<file path="config.mk">
export PLATFORM = sky130hd
export DESIGN_NAME = rom_reader_flat
export DESIGN_NICKNAME = d
export VERILOG_FILES = /design/src/rtl/rom_pkg.sv /design/src/rtl/rom_reader_if.sv /design/src/rtl/rom_reader_fsm.sv /design/src/rtl/rom_reader.sv /design/src/flat_wrapper.sv
export SDC_FILE = /design/constraint.sdc
export NUM_CORES = 1
export LEC_CHECK = 0
export BUFFER_PORTS_ARGS = -buffer_cell sky130_fd_sc_hd__buf_2
export CAP_MARGIN = 20
export CORE_MARGIN = 1
export CORE_UTILIZATION = 40
export DETAILED_ROUTE_END_ITERATION = 16
export PLACE_DENSITY = 0.67
export SYNTH_ARGS = -nofsm -noshare
export SYNTH_HDL_FRONTEND = slang
export SYNTH_SLANG_ARGS = --single-unit
</file>
<file path="constraint.sdc">
create_clock -name clk -period 1.61 [get_ports clk]
set_input_delay 0.2415 -clock clk [delete_from_list [all_inputs] [get_ports clk]]
set_output_delay 0.2415 -clock clk [all_outputs]
set_load 0.02 [all_outputs]
</file>
<file path="src/rtl/rom_pkg.sv">
// Shared constants, ROM text segment map and FSM state type for rom_reader.
package rom_pkg;

  localparam int ROM_ADDR_W = 6;
  localparam int ROM_DATA_W = 8;

  localparam logic [5:0] ROM_SEP_ADDR   = 6'd47;

  // Text segments held in the character ROM.
  localparam logic [5:0] SEG_ID_BASE    = 6'd0;
  localparam logic [5:0] SEG_ID_LEN     = 6'd9;
  localparam logic [5:0] SEG_FIRST_BASE = 6'd9;
  localparam logic [5:0] SEG_FIRST_LEN  = 6'd13;
  localparam logic [5:0] SEG_SURN_BASE  = 6'd29;
  localparam logic [5:0] SEG_SURN_LEN   = 6'd15;
  localparam logic [5:0] SEG_SPACE_BASE = 6'd47;

  typedef enum logic [2:0] {
    IDLE  = 3'd0,
    FETCH = 3'd1,
    WAIT  = 3'd2,
    SEND  = 3'd3,
    FIN   = 3'd4
  } rd_state_e;

endpackage

</file>
<file path="src/rtl/rom_reader_if.sv">
// Segment request, ROM bus and byte-stream signals of rom_reader.
interface rom_reader_if
  import rom_pkg::*;
#(
  parameter int ADDR_W = ROM_ADDR_W,
  parameter int DATA_W = ROM_DATA_W
);

  logic              start;
  logic [ADDR_W-1:0] seg_base;
  logic [ADDR_W-1:0] seg_len;
  logic [ADDR_W-1:0] rom_addr;
  logic [DATA_W-1:0] rom_d;
  logic [DATA_W-1:0] out_data;
  logic              out_valid;
  logic              out_ready;
  logic              busy;
  logic              done;

  modport master (
    input  start, seg_base, seg_len, rom_d, out_ready,
    output rom_addr, out_data, out_valid, busy, done
  );

  modport slave (
    output start, seg_base, seg_len, rom_d, out_ready,
    input  rom_addr, out_data, out_valid, busy, done
  );

endinterface

</file>
<file path="src/rtl/rom_reader_fsm.sv">
// Control FSM of rom_reader: state, remaining-byte counter, registered busy/done/out_valid.
// ROM_READER_SEPARATOR_EN adds one trailing separator fetch after the segment.
module rom_reader_fsm
  import rom_pkg::*;
#(
  parameter int ADDR_W = ROM_ADDR_W
) (
  input  logic              clk,
  input  logic              rst_n,
  input  logic              start_i,
  input  logic [ADDR_W-1:0] seg_len_i,
  input  logic              out_ready_i,
  output logic              busy_o,
  output logic              done_o,
  output logic              out_valid_o,
  output logic              load_base_o,
  output logic              incr_addr_o,
`ifdef ROM_READER_SEPARATOR_EN
  output logic              load_sep_o,
`endif
  output logic              capture_o
);

  localparam logic [ADDR_W-1:0] LEN_ZERO = {ADDR_W{1'b0}};
  localparam logic [ADDR_W-1:0] LEN_ONE  = {{(ADDR_W-1){1'b0}}, 1'b1};

  rd_state_e         state_q;
  logic [ADDR_W-1:0] remaining_q;
  logic              busy_q;
  logic              done_q;
  logic              valid_q;
  logic              idle_start_s;
  logic              hs_s;

  assign idle_start_s = (state_q == IDLE) && start_i;
  assign hs_s         = (state_q == SEND) && out_ready_i;
  assign load_base_o  = idle_start_s && (seg_len_i != LEN_ZERO);
  assign incr_addr_o  = hs_s && (remaining_q > LEN_ONE);
  assign capture_o    = (state_q == WAIT);
`ifdef ROM_READER_SEPARATOR_EN
  // remaining_q reaches zero only while the separator byte is in flight.
  assign load_sep_o   = (idle_start_s && (seg_len_i == LEN_ZERO)) ||
                        (hs_s && (remaining_q == LEN_ONE));
`endif

  assign busy_o      = busy_q;
  assign done_o      = done_q;
  assign out_valid_o = valid_q;

  // State sequencing with registered status and valid flags.
  always_ff @(posedge clk or negedge rst_n) begin
    if (!rst_n) begin
      state_q     <= IDLE;
      remaining_q <= LEN_ZERO;
      busy_q      <= 1'b0;
      done_q      <= 1'b0;
      valid_q     <= 1'b0;
    end else begin
      done_q <= 1'b0;
      case (state_q)
        IDLE: begin
          if (start_i) begin
            busy_q      <= 1'b1;
            remaining_q <= seg_len_i;
            if (seg_len_i != LEN_ZERO) begin
              state_q <= FETCH;
            end else begin
`ifdef ROM_READER_SEPARATOR_EN
              state_q <= FETCH;
`else
              state_q <= FIN;
              done_q  <= 1'b1;
`endif
            end
          end else begin
            busy_q <= 1'b0;
          end
        end
        FETCH: begin
          state_q <= WAIT;
        end
        WAIT: begin
          valid_q <= 1'b1;
          state_q <= SEND;
        end
        SEND: begin
          if (out_ready_i) begin
            valid_q <= 1'b0;
            if (remaining_q > LEN_ONE) begin
              remaining_q <= remaining_q - LEN_ONE;
              state_q     <= FETCH;
            end
`ifdef ROM_READER_SEPARATOR_EN
            else if (remaining_q == LEN_ONE) begin
              remaining_q <= LEN_ZERO;
              state_q     <= FETCH;
            end
`endif
            else begin
              remaining_q <= LEN_ZERO;
              state_q     <= FIN;
              done_q      <= 1'b1;
            end
          end else begin
            valid_q <= 1'b1;
          end
        end
        FIN: begin
          busy_q  <= 1'b0;
          state_q <= IDLE;
        end
        default: begin
          state_q     <= IDLE;
          remaining_q <= LEN_ZERO;
          busy_q      <= 1'b0;
          valid_q     <= 1'b0;
        end
      endcase
    end
  end

endmodule

</file>
<file path="src/rtl/rom_reader.sv">
// Streams a segment of the 64x8 character ROM out on a valid/ready byte port.
// Optional macro ROM_READER_SEPARATOR_EN appends the separator byte at SEP_ADDR.
module rom_reader
  import rom_pkg::*;
#(
  parameter int ADDR_W = ROM_ADDR_W,
`ifdef ROM_READER_SEPARATOR_EN
  parameter logic [ADDR_W-1:0] SEP_ADDR = ADDR_W'(ROM_SEP_ADDR),
`endif
  parameter int DATA_W = ROM_DATA_W
) (
  input  logic         clk,
  input  logic         rst_n,
  rom_reader_if.master bus
);

  logic [ADDR_W-1:0] rom_addr_q;
  logic [ADDR_W-1:0] rom_addr_d;
  logic [DATA_W-1:0] out_data_q;
  logic [DATA_W-1:0] out_data_d;
  logic              load_base_s;
  logic              incr_addr_s;
  logic              capture_s;
  logic              busy_s;
  logic              done_s;
  logic              valid_s;
`ifdef ROM_READER_SEPARATOR_EN
  logic              load_sep_s;
`endif

  rom_reader_fsm #(
    .ADDR_W(ADDR_W)
  ) u_fsm (
    .clk        (clk),
    .rst_n      (rst_n),
    .start_i    (bus.start),
    .seg_len_i  (bus.seg_len),
    .out_ready_i(bus.out_ready),
    .busy_o     (busy_s),
    .done_o     (done_s),
    .out_valid_o(valid_s),
    .load_base_o(load_base_s),
    .incr_addr_o(incr_addr_s),
`ifdef ROM_READER_SEPARATOR_EN
    .load_sep_o (load_sep_s),
`endif
    .capture_o  (capture_s)
  );

  // Next ROM address; the increment wraps naturally at 2**ADDR_W.
  always_comb begin
    rom_addr_d = rom_addr_q;
    if (load_base_s) begin
      rom_addr_d = bus.seg_base;
    end
`ifdef ROM_READER_SEPARATOR_EN
    else if (load_sep_s) begin
      rom_addr_d = SEP_ADDR;
    end
`endif
    else if (incr_addr_s) begin
      rom_addr_d = rom_addr_q + {{(ADDR_W-1){1'b0}}, 1'b1};
    end else begin
      rom_addr_d = rom_addr_q;
    end
  end

  // Capture the ROM word one cycle after its address was presented.
  always_comb begin
    out_data_d = out_data_q;
    if (capture_s) begin
      out_data_d = bus.rom_d;
    end else begin
      out_data_d = out_data_q;
    end
  end

  // Datapath registers.
  always_ff @(posedge clk or negedge rst_n) begin
    if (!rst_n) begin
      rom_addr_q <= {ADDR_W{1'b0}};
      out_data_q <= {DATA_W{1'b0}};
    end else begin
      rom_addr_q <= rom_addr_d;
      out_data_q <= out_data_d;
    end
  end

  assign bus.rom_addr  = rom_addr_q;
  assign bus.out_data  = out_data_q;
  assign bus.out_valid = valid_s;
  assign bus.busy      = busy_s;
  assign bus.done      = done_s;

endmodule

</file>
<file path="src/flat_wrapper.sv">
// flat-port wrapper written by rule: the top's interface ports become plain ports
module rom_reader_flat import rom_pkg::*;
#(
  parameter int ADDR_W = ROM_ADDR_W,

  parameter int DATA_W = ROM_DATA_W
)
  (clk, rst_n, bus_start, bus_seg_base, bus_seg_len, bus_rom_d, bus_out_ready, bus_rom_addr, bus_out_data, bus_out_valid, bus_busy, bus_done);
  rom_reader_if #(.ADDR_W(ADDR_W), .DATA_W(DATA_W)) bus_i ();
  input  logic clk;
  input  logic rst_n;
  input wire logic [$bits(bus_i.start)-1:0] bus_start;
  input wire logic [$bits(bus_i.seg_base)-1:0] bus_seg_base;
  input wire logic [$bits(bus_i.seg_len)-1:0] bus_seg_len;
  input wire logic [$bits(bus_i.rom_d)-1:0] bus_rom_d;
  input wire logic [$bits(bus_i.out_ready)-1:0] bus_out_ready;
  output wire logic [$bits(bus_i.rom_addr)-1:0] bus_rom_addr;
  output wire logic [$bits(bus_i.out_data)-1:0] bus_out_data;
  output wire logic [$bits(bus_i.out_valid)-1:0] bus_out_valid;
  output wire logic [$bits(bus_i.busy)-1:0] bus_busy;
  output wire logic [$bits(bus_i.done)-1:0] bus_done;
  assign bus_i.start = bus_start;
  assign bus_i.seg_base = bus_seg_base;
  assign bus_i.seg_len = bus_seg_len;
  assign bus_i.rom_d = bus_rom_d;
  assign bus_i.out_ready = bus_out_ready;
  assign bus_rom_addr = bus_i.rom_addr;
  assign bus_out_data = bus_i.out_data;
  assign bus_out_valid = bus_i.out_valid;
  assign bus_busy = bus_i.busy;
  assign bus_done = bus_i.done;
  rom_reader #(.ADDR_W(ADDR_W), .DATA_W(DATA_W)) u_core (.clk(clk), .rst_n(rst_n), .bus(bus_i));
endmodule
</file>
Yosys cells after proc, flatten, opt, wreduce, memory -nomap -nowiden
Cells that the tools add are included.
- word-level logic and storage cells: 49
- output and inout port bits: 17
- flip-flop bits (word level): 26
- input bits: 24
- reduce and logical (&&, ||, !) cells: 12
- order comparisons: 1
- bitwise gates (word level): 1
- equal/unequal tests: 6
- multiplexer cells: 20
- add/subtract/negate cells: 2
- operators with widths (kind ; count):
    6-bit two-way mux ; 5
    6-bit one-hot mux with 3 select lines ; 1
    3-bit two-way mux ; 4
    3-bit one-hot mux with 4 select lines ; 1
    3-bit OR reduction ; 3
    6-bit by 1-bit adder with 6-bit output, second input constant ; 1
    3-bit by 2-bit equality test with 1-bit output, second input constant ; 2
    6-bit by 1-bit > comparator with 1-bit output, second input constant ; 1
    1-bit two-way mux ; 6
    6-bit nonzero test ; 1
    6-bit by 1-bit subtractor with 6-bit output, second input constant ; 1
    1-bit logical AND ; 4
    2-bit != test, second input constant ; 2
    1-bit one-hot mux with 2 select lines ; 2
    3-bit by 1-bit equality test with 1-bit output, second input constant ; 1
    3-bit equality test, second input constant ; 1
    3-bit logical NOT ; 1
    1-bit one-hot mux with 3 select lines ; 1
    3-bit AND reduction ; 1
    2-bit AND reduction ; 1
    2-bit nonzero test ; 1
    1-bit inverter ; 1

Logic depth before layout (Yosys ltp)
Gate-level depths: netlist (run 1).
- depth in word-level cells: 5
- gate-level depth with buffers: 7
- gate-level depth less buffers: 6

Modules after synthesis
Synthesis (run 1) repeated with hierarchy kept, for this count alone.
- cells, all modules: 133
- area, all modules: 1380.1 um^2
- by module, submodules not included (module ; area each (um^2) ; cells an instance ; sequential area each (um^2) ; instances):
    rom_reader_fsm ; 758.2 ; 82 ; 300.3 ; 1
    rom_reader ; 621.8 ; 51 ; 350.3 ; 1

Worst setup path before layout (run 1)
Ideal clock, no wire load.
- path kind: flip-flop to flip-flop
- start point: register u_core.u_fsm.remaining_q[0]
- end point: register u_core.u_fsm.remaining_q[2]
- path slack: -51 ps
- path buffers: 1
- data required time: 1528 ps
- library setup time: 82 ps
- cell stages (with the launch flop): 8
- arrival time: 1579 ps
- cells stage by stage: dfrtp_1 inv_1 ha_1 o21bai_1 o2111a_1 buf_6 a32oi_1 o22ai_1
- word-level cells in the longest chain between the ends: 4
- elaborated cells on any way between the ends: 5
- classes of those cells: 1 x add/sub; 1 x order compare; 3 x mux
- ends and longest elaborated chain (what ; RTL line ; source):
    from (decl) ; rom_reader_fsm.sv:28 ; logic [ADDR_W-1:0] remaining_q;
    from (signal assigned) ; rom_reader_fsm.sv:64 ; remaining_q <= seg_len_i;
    from (signal assigned) ; rom_reader_fsm.sv:90 ; remaining_q <= remaining_q - LEN_ONE;
    6-bit by 1-bit subtractor with 6-bit output or 6-bit by 1-bit > comparator with 1-bit output (tied branches) ; rom_reader_fsm.sv:90, rom_reader_fsm.sv:89 ;
    6-bit two-way mux (*) ; rom_reader_fsm.sv:89 ; if (remaining_q > LEN_ONE) begin
    6-bit two-way mux (*) ; rom_reader_fsm.sv:87 ; if (out_ready_i) begin
    6-bit one-hot mux with 3 select lines (*) ; rom_reader_fsm.sv:60 ; case (state_q)
Mark *: on every way between the ends. The rest lies on a longest branch, timed or not. The select of a mux whose other input is x is not followed.
A chain may end at the register's enable or synchronous reset.

Worst setup path after layout (run 1)
- start point: register u_core.u_fsm.remaining_q[2]
- end point: register u_core.u_fsm.remaining_q[1]
- word-level cells in the longest chain between the ends: 4
- ends and longest elaborated chain (what ; RTL line):
    6-bit by 1-bit > comparator with 1-bit output ; rom_reader_fsm.sv:89
    6-bit two-way mux ; rom_reader_fsm.sv:89
    6-bit two-way mux ; rom_reader_fsm.sv:87
    6-bit one-hot mux with 3 select lines ; rom_reader_fsm.sv:60
Every way passes these cells. The select of a mux whose other input is x is not followed.

==> results of run 1 <==
==> synthesized netlist by cell type, types with 2 or more instances <==
| master | count | area, um2 |
|---|---|---|
| dfrtp_1 | 26 | 651 |
| a21oi_1 | 13 | 65.1 |
| nor2_1 | 12 | 45.0 |
| inv_1 | 10 | 37.5 |
| mux2_2 | 8 | 90.1 |
| nand2_1 | 7 | 26.3 |
| xor2_1 | 5 | 43.8 |
| a221oi_1 | 4 | 35.0 |
| a32oi_1 | 4 | 35.0 |
| and3_1 | 4 | 25.0 |
| buf_2 | 4 | 20.0 |
| nor3_1 | 4 | 20.0 |
| o21ai_0 | 4 | 20.0 |
| o22ai_1 | 4 | 25.0 |
| clkbuf_1 | 3 | 11.3 |
| ha_1 | 3 | 37.5 |
| o211ai_1 | 3 | 22.5 |
| buf_6 | 2 | 22.5 |
==> registers in the layout, summed over array words and instances (netlist names) <==
name                      cells
u_core.bus.rom_addr           6
u_core.u_fsm.state_q          3
u_core.u_fsm.done_o           1
u_core.u_fsm.remaining_q      6
u_core.u_fsm.out_valid_o      1
u_core.u_fsm.busy_o           1
u_core.bus.out_data           8
==> per-layer routing <==
layer	up-vias	track usage, %	wire [um]
met4	0	7.31	40
met1	605	22.4	1290
met2	30	31.7	1630
li1	584	-	-
met3	4	1.30	73
met5	-	0	0
==> power by group through the flow <==
stage	logic (mW)	registers [mW]	clock network, mW
final	2.14	1.22	0.446
after global routing	2.34	1.27	0.481
after CTS	2.06	1.20	0.457
after detailed placement	2.02	1.21	0
after global placement	1.95	1.19	0
after floorplan	1.21	1.41	0
==> final cells by class <==
type / count / area [um2] / area share (%)
inverter: 10 / 37.5 / 2.12
timing repair buffer: 55 / 323 / 18.3
sequential: 26 / 652 / 36.9
clock inverter: 1 / 30.0 / 1.70
clock buffer: 3 / 22.5 / 1.27
multi-input combinational: 88 / 648 / 36.7
tap: 44 / 55.1 / 3.11
==> cells by family after synthesis <==
family | Yosys count
multiplexers | 9
XOR/XNOR | 5
buffers and inverters | 19
AND/OR/NAND/NOR | 32
AO/OA/AOI/OAI | 39
adder cells (fa/ha/maj) | 3
flip-flops | 26
==> repair_timing <==
item / CTS / global route
pin swaps: 0 / 9
resized for setup: 4 / 10
endpoints found under the hold margin: 26 / 0
buffers inserted: 0 / 1
setup endpoints to repair: 12 / 17
hold buffers: 1 / 0
==> worst max-delay path: cells and delay by family (launching register included) <==
family | cells | cell delay, ns
DFF | 1 | 0.41
and+or+nand+nor | 1 | 0.43
AOI/OAI and AO/OA | 3 | 0.67
==> through the flow <==
| step | setup WS [ns] | hold WS [ns] | util [%] | std cells | setup TNS, ns |
|---|---|---|---|---|---|
| 2_1_floorplan | -0.00855 | -0.0541 | - | 133 | -0.0296 |
| 6_report | 0.0102 | 0.143 | 56.5 | 227 | 0 |
| 3_5_place_dp | -0.0707 | 0.274 | 52.9 | 221 | -0.407 |
| 5_1_grt | -0.0644 | 0.127 | 56.5 | 227 | -0.399 |
| 4_1_cts | 0.00888 | 0.131 | 55.2 | 226 | 0 |
| 3_3_place_gp | 0.00806 | 0.263 | 52.9 | 221 | 0 |
==> worst min path at each step <==
stage	start	end	slack (ns)	cells past startpoint
after floorplan	rst_n	u_core.bus.out_data[0]$_DFFE_PN0P_	-0.05	0
after global placement	rst_n	u_core.u_fsm.done_o$_DFF_PN0_	0.26	1
after detailed placement	rst_n	u_core.u_fsm.state_q[2]$_DFFE_PN0P_	0.27	1
after CTS	bus_rom_d[6]	u_core.bus.out_data[6]$_DFFE_PN0P_	0.13	2
after global routing	bus_rom_d[5]	u_core.bus.out_data[5]$_DFFE_PN0P_	0.13	2
final	bus_rom_d[6]	u_core.bus.out_data[6]$_DFFE_PN0P_	0.14	2
==> impl_metrics.tcl, run 1 <==
set metrics [dict create \
    status "finished clean" \
    fin_area_mm2 0.00177 \
    r2r_cells 4 \
    worstMarginPinSlew_ns 0.584 \
    firstDrtPassIters 4 \
    ys_async_sr_fraction_pct 100 \
    grtUsageTotal_pct 17.9 \
    combPwrFrac_pct 56.3 \
    numCtsBuffers 3 \
    ant_nets 0 \
    synth-edff-count 0 \
    chipHeight_um 59.9 \
    cp-endpoint "u_core.u_fsm.remaining_q[1]$_DFFE_PN0P_" \
    critPathMaxFanout 10 \
    drt_drc_violations_left 0 \
    synthMuxAreaShare_pct 7.47 \
    areaGrowthSynthToFinish_pct 31.9 \
    p_seq_share_pct 32.0 \
    yosysUniqueCellTypes 31 \
    r2r_end "u_core.u_fsm.remaining_q[1]$_DFFE_PN0P_" \
    power_density_mw_per_mm2 2150 \
    drt_iter0_drc 46 \
    initial_utilization_pct 42.8 \
    fin_skew_ns 0.00746 \
    ir_worst_vdd_mv 0.555 \
    min_path_type "primary input to register" \
    placed_cell_area_mm2 0.00166 \
    syn-instance-count 133 \
    swShare_pct 42.4 \
    finalCritPeriodShare_pct 99.4 \
    clock_latency_ns 0.32 \
    fill_cells 276 \
    wl_per_cell_um 13.4 \
    port_buffers 40 \
    cts_tree "built" \
    dpl.hpwl_um 2280 \
    synthesis.nets 160 \
    rows 20 \
    r2r_start "u_core.u_fsm.remaining_q[2]$_DFFE_PN0P_" \
    gp_congestion 0.754 \
    p_int_mw 2.19 \
    grt_start_max_net_pins 27 \
    cts_buffer_depth 2 \
    grt_pass1_wl_um 4890 \
    synth_top_family_by_area "compound AO/OA/AOI/OAI gates" \
    dieWidth_um 59.9 \
    drive_gt1_share_pct 43.7 \
    grt.overflow.total 0 \
    start_kind "register" \
    root_buffer "clkbuf_4" \
    r2r_slack_ns 0.01 \
    crit_start "u_core.u_fsm.remaining_q[2]$_DFFE_PN0P_" \
    drv_cap 0 \
    crit_type "register to register" \
    synth_compound_area_share_pct 19.6 \
    ys_warn_count 0 \
    netlist_area_mm2 0.00134 \
    mostFrequentLayoutCell "buf_2" \
    vias_per_cell 5.39 \
    vias 1223 \
    synth_area_per_cell_um2 10.1 \
    finalWirelength_um 3030 \
    setup_viol 0 \
    clockPowerShare_pct 11.7 \
    antenna_found_initial 0 \
    p_sw_mw 1.61 \
    crit_required_ns 1.83 \
    path_clk_slew_ns 0.14 \
    seq_area_frac_synth_pct 48.6 \
    grt_pass1_vias 1115 \
    worstPathArrival_ns 1.82 \
    worstSetupEndpointType "register" \
    crit_chain "or3_4 -> o2111a_2 -> a221oi_2 -> a21oi_1" \
    synthSimpleGateAreaFrac_pct 11.5 \
    die-area_mm2 0.00359 \
    post-route-min-period_ns 1.60 \
    cts_sinks 26 \
    slew_headroom_pct 61.1 \
    core_mm2 0.00313 \
    p_total_mw 3.81 \
    final_nets 211 \
    diodes 0 \
    cts_htree_levels 1 \
    critPathMaxStageDelay_ns 0.43 \
    ys_ff_latch 26 \
    synth_fa_ha_area_share_pct 2.80 \
    synth_xor_area_share_pct 3.27 \
    most-common-layout-cells "40 x buf_2, 25 x dfrtp_1, 13 x a21oi_1" \
    slew_viol_final 0 \
    p_leak_nw 0.818 \
    hold_violations 0 \
    critPathSlowestCell "or3_4" \
    synth_flop_cell "dfrtp_1" \
    rsz0062_at_grt "yes" \
    fmax_mhz 625 \
    io_pins 41 \
]
Power figures use the tool's default switching activity.
==> run 2: changes to the inputs <==
- CORE_ASPECT_RATIO: not set -> 0.6
- CORE_UTILIZATION: 40 -> 45
- PLACE_DENSITY: 0.67 -> 0.74
==> impl_metrics.tcl, run 2 (same netlist as run 1, synthesis figures left out) <==
set metrics [dict create \
    p_leak_nw 0.823 \
    crit_required_ns 1.77 \
    finalCritPeriodShare_pct 98.1 \
    drt_drc_violations_left 0 \
    clock_latency_ns 0.27 \
    fin_area_mm2 0.00180 \
    fin_skew_ns 0.00314 \
    cts_htree_levels 1 \
    post-route-min-period_ns 1.58 \
    chipHeight_um 44.3 \
    cts_sinks 26 \
    largest_reg_flops 8 \
    grtUsageTotal_pct 22.2 \
    placed_cell_area_mm2 0.00165 \
    area.sequential_um2 651 \
    grt_pass1_wl_um 5350 \
    power_density_mw_per_mm2 2190 \
    start_kind "register" \
    path_clk_slew_ns 0.09 \
    most-common-layout-cells "40 x buf_2, 26 x dfrtp_1, 13 x a21oi_1" \
    drt_iter0_drc 75 \
    setup_viol 0 \
    rsz0062_at_grt "yes" \
    fill_cells 211 \
    fin_util_pct 67.4 \
    p_total_mw 3.93 \
    slew_viol_final 0 \
    final_nets 212 \
    gp_congestion 0.928 \
    ant_nets 0 \
    initial_utilization_pct 50.3 \
    multi_input_area_um2 679 \
    dpl.hpwl_um 2350 \
    root_buffer "clkbuf_8" \
    numCtsBuffers 3 \
    rows 14 \
    critPathMaxFanout 5 \
    mostFrequentLayoutCell "buf_2" \
    slew_headroom_pct 60.3 \
    vias 1222 \
    port_buffers 40 \
    ir_worst_vdd_mv 1.03 \
    finalWirelength_um 3380 \
    grt_pass1_vias 1155 \
    crit_type "register to register" \
    grt_start_max_net_pins 27 \
    cts_tree "built" \
    vias_per_cell 5.46 \
    core_mm2 0.00266 \
    firstDrtPassIters 5 \
    drv_cap 0 \
    min_path_type "primary input to register" \
    wl_per_cell_um 15.1 \
    areaGrowthSynthToFinish_pct 34.0 \
    worstMarginPinSlew_ns 0.595 \
    fmax_mhz 633 \
    hold_violations 0 \
    antenna_found_initial 0 \
    grt.overflow.total 0 \
    io_pins 41 \
    dieWidth_um 72.5 \
    die-area_mm2 0.00321 \
    worstPathArrival_ns 1.74 \
    drive_gt1_share_pct 42.9 \
    cts_buffer_depth 2 \
    worstSetupEndpointType "register" \
    status "finished clean" \
    diodes 0 \
]
==> run 2: cell types whose count changed in the layout (fill, tap and decap cells not counted), sizes merged <==
cell	previous run	this run
bufinv	1	0
clkbuf	3	4
o2111a	1	2
==> run 2: path summary, 6_finish.rpt <==
check	slack, ns	cells past startpoint	start	to
min in group asynchronous	0.50	2	rst_n	u_core.bus.rom_addr[2]$_DFFE_PN0P_
max	0.03	4	u_core.u_fsm.remaining_q[2]$_DFFE_PN0P_	u_core.u_fsm.remaining_q[1]$_DFFE_PN0P_
max reg2reg	0.03	4	u_core.u_fsm.remaining_q[2]$_DFFE_PN0P_	u_core.u_fsm.remaining_q[1]$_DFFE_PN0P_
max in group asynchronous	0.72	2	rst_n	u_core.bus.out_data[2]$_DFFE_PN0P_
min reg2reg	0.51	1	u_core.bus.out_data[2]$_DFFE_PN0P_	u_core.bus.out_data[2]$_DFFE_PN0P_
min	0.20	2	bus_rom_d[1]	u_core.bus.out_data[1]$_DFFE_PN0P_
==> run 2: layout make-up <==
cell class / instances / area share, %
clock buffer: 4 / 3.07
tap: 40 / 2.79
sequential: 26 / 36.2
inverter: 10 / 2.09
timing repair buffer: 55 / 18.0
multi-input combinational: 89 / 37.8
==> run 2: routing by layer <==
metal	GRT usage [%]	part of all wire [%]
met5	0	0
met4	4.31	0.71
met3	5.01	8.2
met2	35.9	46
met1	31.2	46
==> run 2: repair_timing <==
| item | 4_1_cts | 5_1_grt |
|---|---|---|
| hold buffers | 1 | 0 |
| endpoints found under the setup margin | 9 | 12 |
| setup buffers | 0 | 1 |
| pin swaps | 1 | 10 |
| endpoints found under the hold margin | 26 | 0 |
| cloned | 0 | 1 |
| resized for setup | 4 | 11 |
==> run 2: where the power goes <==
part           total [mW]  internal [mW]  switching, mW
registers            1.21          0.961          0.247
logic                2.30           1.02           1.29
clock network       0.421          0.219          0.202
==> run 2: worst max-delay path, cell delays in order, from the launching register on <==
cell and delay [ns]:
dfrtp_1 0.40, or3_4 0.43, o2111a_1 0.34, a221oi_2 0.24, a21oi_1 0.06
==> run 2: metrics by stage <==
stage          TNS [ns]  setup slack, ns  cells  hold slack [ns]
2_1_floorplan   -0.0296         -0.00855    133          -0.0541
3_5_place_dp     -0.385          -0.0714    217            0.278
3_3_place_gp          0           0.0274    217            0.267
4_1_cts               0          0.00352    222            0.193
5_1_grt          -0.111          -0.0331    224            0.197
6_report              0           0.0311    224            0.197
==> run 3: changes to the inputs <==
- ABC_AREA: not set -> 1
- CORE_UTILIZATION: 45 -> 46
- CTS_CLUSTER_SIZE: not set -> 20
==> impl_metrics.tcl, run 3 <==
set metrics [dict create \
    io_pins 41 \
    cts_tree "built" \
    ys_ff_latch 26 \
    cts_buffer_depth 2 \
    initial_utilization_pct 49.9 \
    fmax_mhz 682 \
    hold_violations 0 \
    grtUsageTotal_pct 21.5 \
    clock_latency_ns 0.28 \
    most-common-layout-cells "67 x nand2_1, 40 x buf_2, 26 x dfrtp_1" \
    yosysUniqueCellTypes 23 \
    slew_viol_final 0 \
    drt_drc_violations_left 0 \
    postCtsSetupBuffers 0 \
    cts_htree_levels 1 \
    ys_async_sr_fraction_pct 100 \
    core_mm2 0.00297 \
    netlist_area_mm2 0.00148 \
    slew_headroom_pct 60.8 \
    root_buffer "clkbuf_8" \
    synth_compound_area_share_pct 3.72 \
    firstDrtPassIters 4 \
    chipHeight_um 45.9 \
    p_total_mw 3.62 \
    placed_cell_area_mm2 0.00173 \
    vias_per_cell 4.93 \
    r2r_slack_ns 0.14 \
    synth_xor_area_share_pct 3.55 \
    swShare_pct 47.2 \
    areaGrowthSynthToFinish_pct 23.5 \
    finalCritPeriodShare_pct 91.1 \
    drv_cap 0 \
    synth_top_area_cell "dfrtp_1" \
    seq_area_frac_synth_pct 44.0 \
    crit_required_ns 1.79 \
    finalWirelength_um 3210 \
    finalSetupTns_ns 0 \
    drive_gt1_share_pct 30.5 \
    rsz0062_at_grt "no" \
    numCtsBuffers 3 \
    synth_fa_ha_area_share_pct 2.54 \
    grt.overflow.total 0 \
    gp_congestion 0.843 \
    yosysMostFrequentCell "nand2_1" \
    worstSetupEndpointType "register" \
    wl_per_cell_um 12.1 \
    p_sw_mw 1.71 \
    largest_reg_flops 8 \
    syn-instance-count 178 \
    combPwrFrac_pct 55.5 \
    min_path_type "primary input to register" \
    worstPathArrival_ns 1.65 \
    die-area_mm2 0.00345 \
    crit_type "register to register" \
    synth_commonest_cells "68 x nand2_1, 26 x dfrtp_1, 19 x nand3_1" \
    diodes 0 \
    fin_skew_ns 0.00196 \
    mostFrequentLayoutCell "nand2_1" \
    critPathMaxFanout 5 \
    vias 1306 \
    synth_top_family_by_area "simple AND/OR/NAND/NOR gates" \
    p_leak_nw 0.992 \
    antenna_found_initial 0 \
    fin_util_pct 61.6 \
    rows 15 \
    synthSimpleGateAreaFrac_pct 34.7 \
    synth_flop_cell "dfrtp_1" \
    status "finished clean" \
    fin_area_mm2 0.00183 \
    start_kind "register" \
    grt_pass1_wl_um 5260 \
    power_density_mw_per_mm2 1980 \
    grt_pass1_vias 1132 \
    cts_sinks 26 \
    synthesis.nets 205 \
    p_seq_share_pct 32.4 \
    synth-edff-count 0 \
    p_int_mw 1.91 \
    clockPowerShare_pct 12.1 \
    ant_nets 0 \
    ys_warn_count 0 \
    synthMuxAreaShare_pct 6.09 \
    synth_area_leaders "dfrtp_1 44%, nand2_1 17%, nand3_1 6.4%, mux2_1 5.3%, inv_1 3.3%" \
    port_buffers 40 \
    drt_iter0_drc 63 \
    ir_worst_vdd_mv 0.876 \
    synth_top_area_share_pct 44.0 \
    final_nets 251 \
    setup_viol 0 \
    dieWidth_um 75.2 \
    post-route-min-period_ns 1.47 \
    worstMarginPinSlew_ns 0.588 \
    synth_area_per_cell_um2 8.31 \
    worst_slack_ns 0.143 \
    place_ws_ns 0.00516 \
    grt_start_max_net_pins 27 \
    dpl.hpwl_um 2470 \
    path_clk_slew_ns 0.09 \
]
## run 3: cell count changes after synthesis, moves of 5 or more
| cell | delta |
|---|---|
| a21oi_1 | -13 |
| inv_2 | +7 |
| nand3_1 | +19 |
| nor2_1 | -5 |
| xnor2_1 | +5 |
| mux2_2 | -7 |
| nand2_1 | +61 |
| mux2_1 | +7 |
## run 3: cells by family (layout without fill, tap and decap cells)
logic type      count (synthesis)  in the layout
flops                          26             26
mux                             8              8
fa+ha+maj                       3              3
buf+inv                        21             66
compound gates                  8              8
xor+xnor                        6              6
simple gates                  106            106
## run 3: final cells by class
| cell class | count | area [um2] |
|---|---|---|
| tap | 42 | 52.6 |
| fill | 283 | 1140 |
| multi-input combinational | 131 | 776 |
| timing repair buffer | 42 | 218 |
| sequential | 26 | 651 |
| inverter | 20 | 75.1 |
| clock buffer | 4 | 55.1 |
## run 3: layer usage
layer / wire length [um] / vias to the layer above / share of wire [%] / track usage, %
li1: - / 667 / - / -
met1: 1690 / 614 / 53 / 32.6
met2: 1350 / 21 / 42 / 29.4
met3: 125 / 4 / 3.9 / 5.97
met4: 38 / 0 / 1.2 / 6.67
met5: 0 / - / 0 / 0
## run 3: timing repair
item,CTS,global route
hold endpoints to repair,26,0
resized for setup,0,7
setup endpoints to repair,0,13
hold buffers,1,0
## run 3: worst max-delay path, stage by stage, from the launching register on
cell and delay, ns:
dfrtp_1 0.43, inv_2 0.10, ha_2 0.20, inv_1 0.04
nand2_1 0.09, nand3_4 0.10, nand2_4 0.11, inv_2 0.06
nand3_1 0.07, nand2_1 0.06, nand2_1 0.06, nand2_1 0.05
## run 3: path summary, 6_finish.rpt
check / from / endpoint / depth (start not counted)
hold reg to reg: u_core.bus.out_data[0]$_DFFE_PN0P_ / u_core.bus.out_data[0]$_DFFE_PN0P_ / 1
max in group asynchronous: rst_n / u_core.u_fsm.remaining_q[3]$_DFFE_PN0P_ / 2
setup / recovery: u_core.u_fsm.remaining_q[0]$_DFFE_PN0P_ / u_core.u_fsm.remaining_q[5]$_DFFE_PN0P_ / 11
hold / removal: bus_rom_d[6] / u_core.bus.out_data[6]$_DFFE_PN0P_ / 2
setup reg to reg: u_core.u_fsm.remaining_q[0]$_DFFE_PN0P_ / u_core.u_fsm.remaining_q[5]$_DFFE_PN0P_ / 11
min in group asynchronous: rst_n / u_core.bus.rom_addr[5]$_DFFE_PN0P_ / 2
## run 3: stage by stage
| stage | hold WS (ns) | instances |
|---|---|---|
| finish | 0.165 | 265 |
| global placement | 0.278 | 260 |
| detailed placement | 0.280 | 260 |
| floorplan | -0.0541 | 178 |
| CTS | 0.165 | 265 |
| global route | 0.171 | 265 |
## run 3: power groups by stage
stage	registers, mW	clock network, mW	logic (mW)
floorplan	1.38	0	1.21
global route	1.21	0.471	2.26
CTS	1.17	0.443	1.95
detailed placement	1.18	0	1.94
global placement	1.18	0	1.92
finish	1.17	0.438	2.01
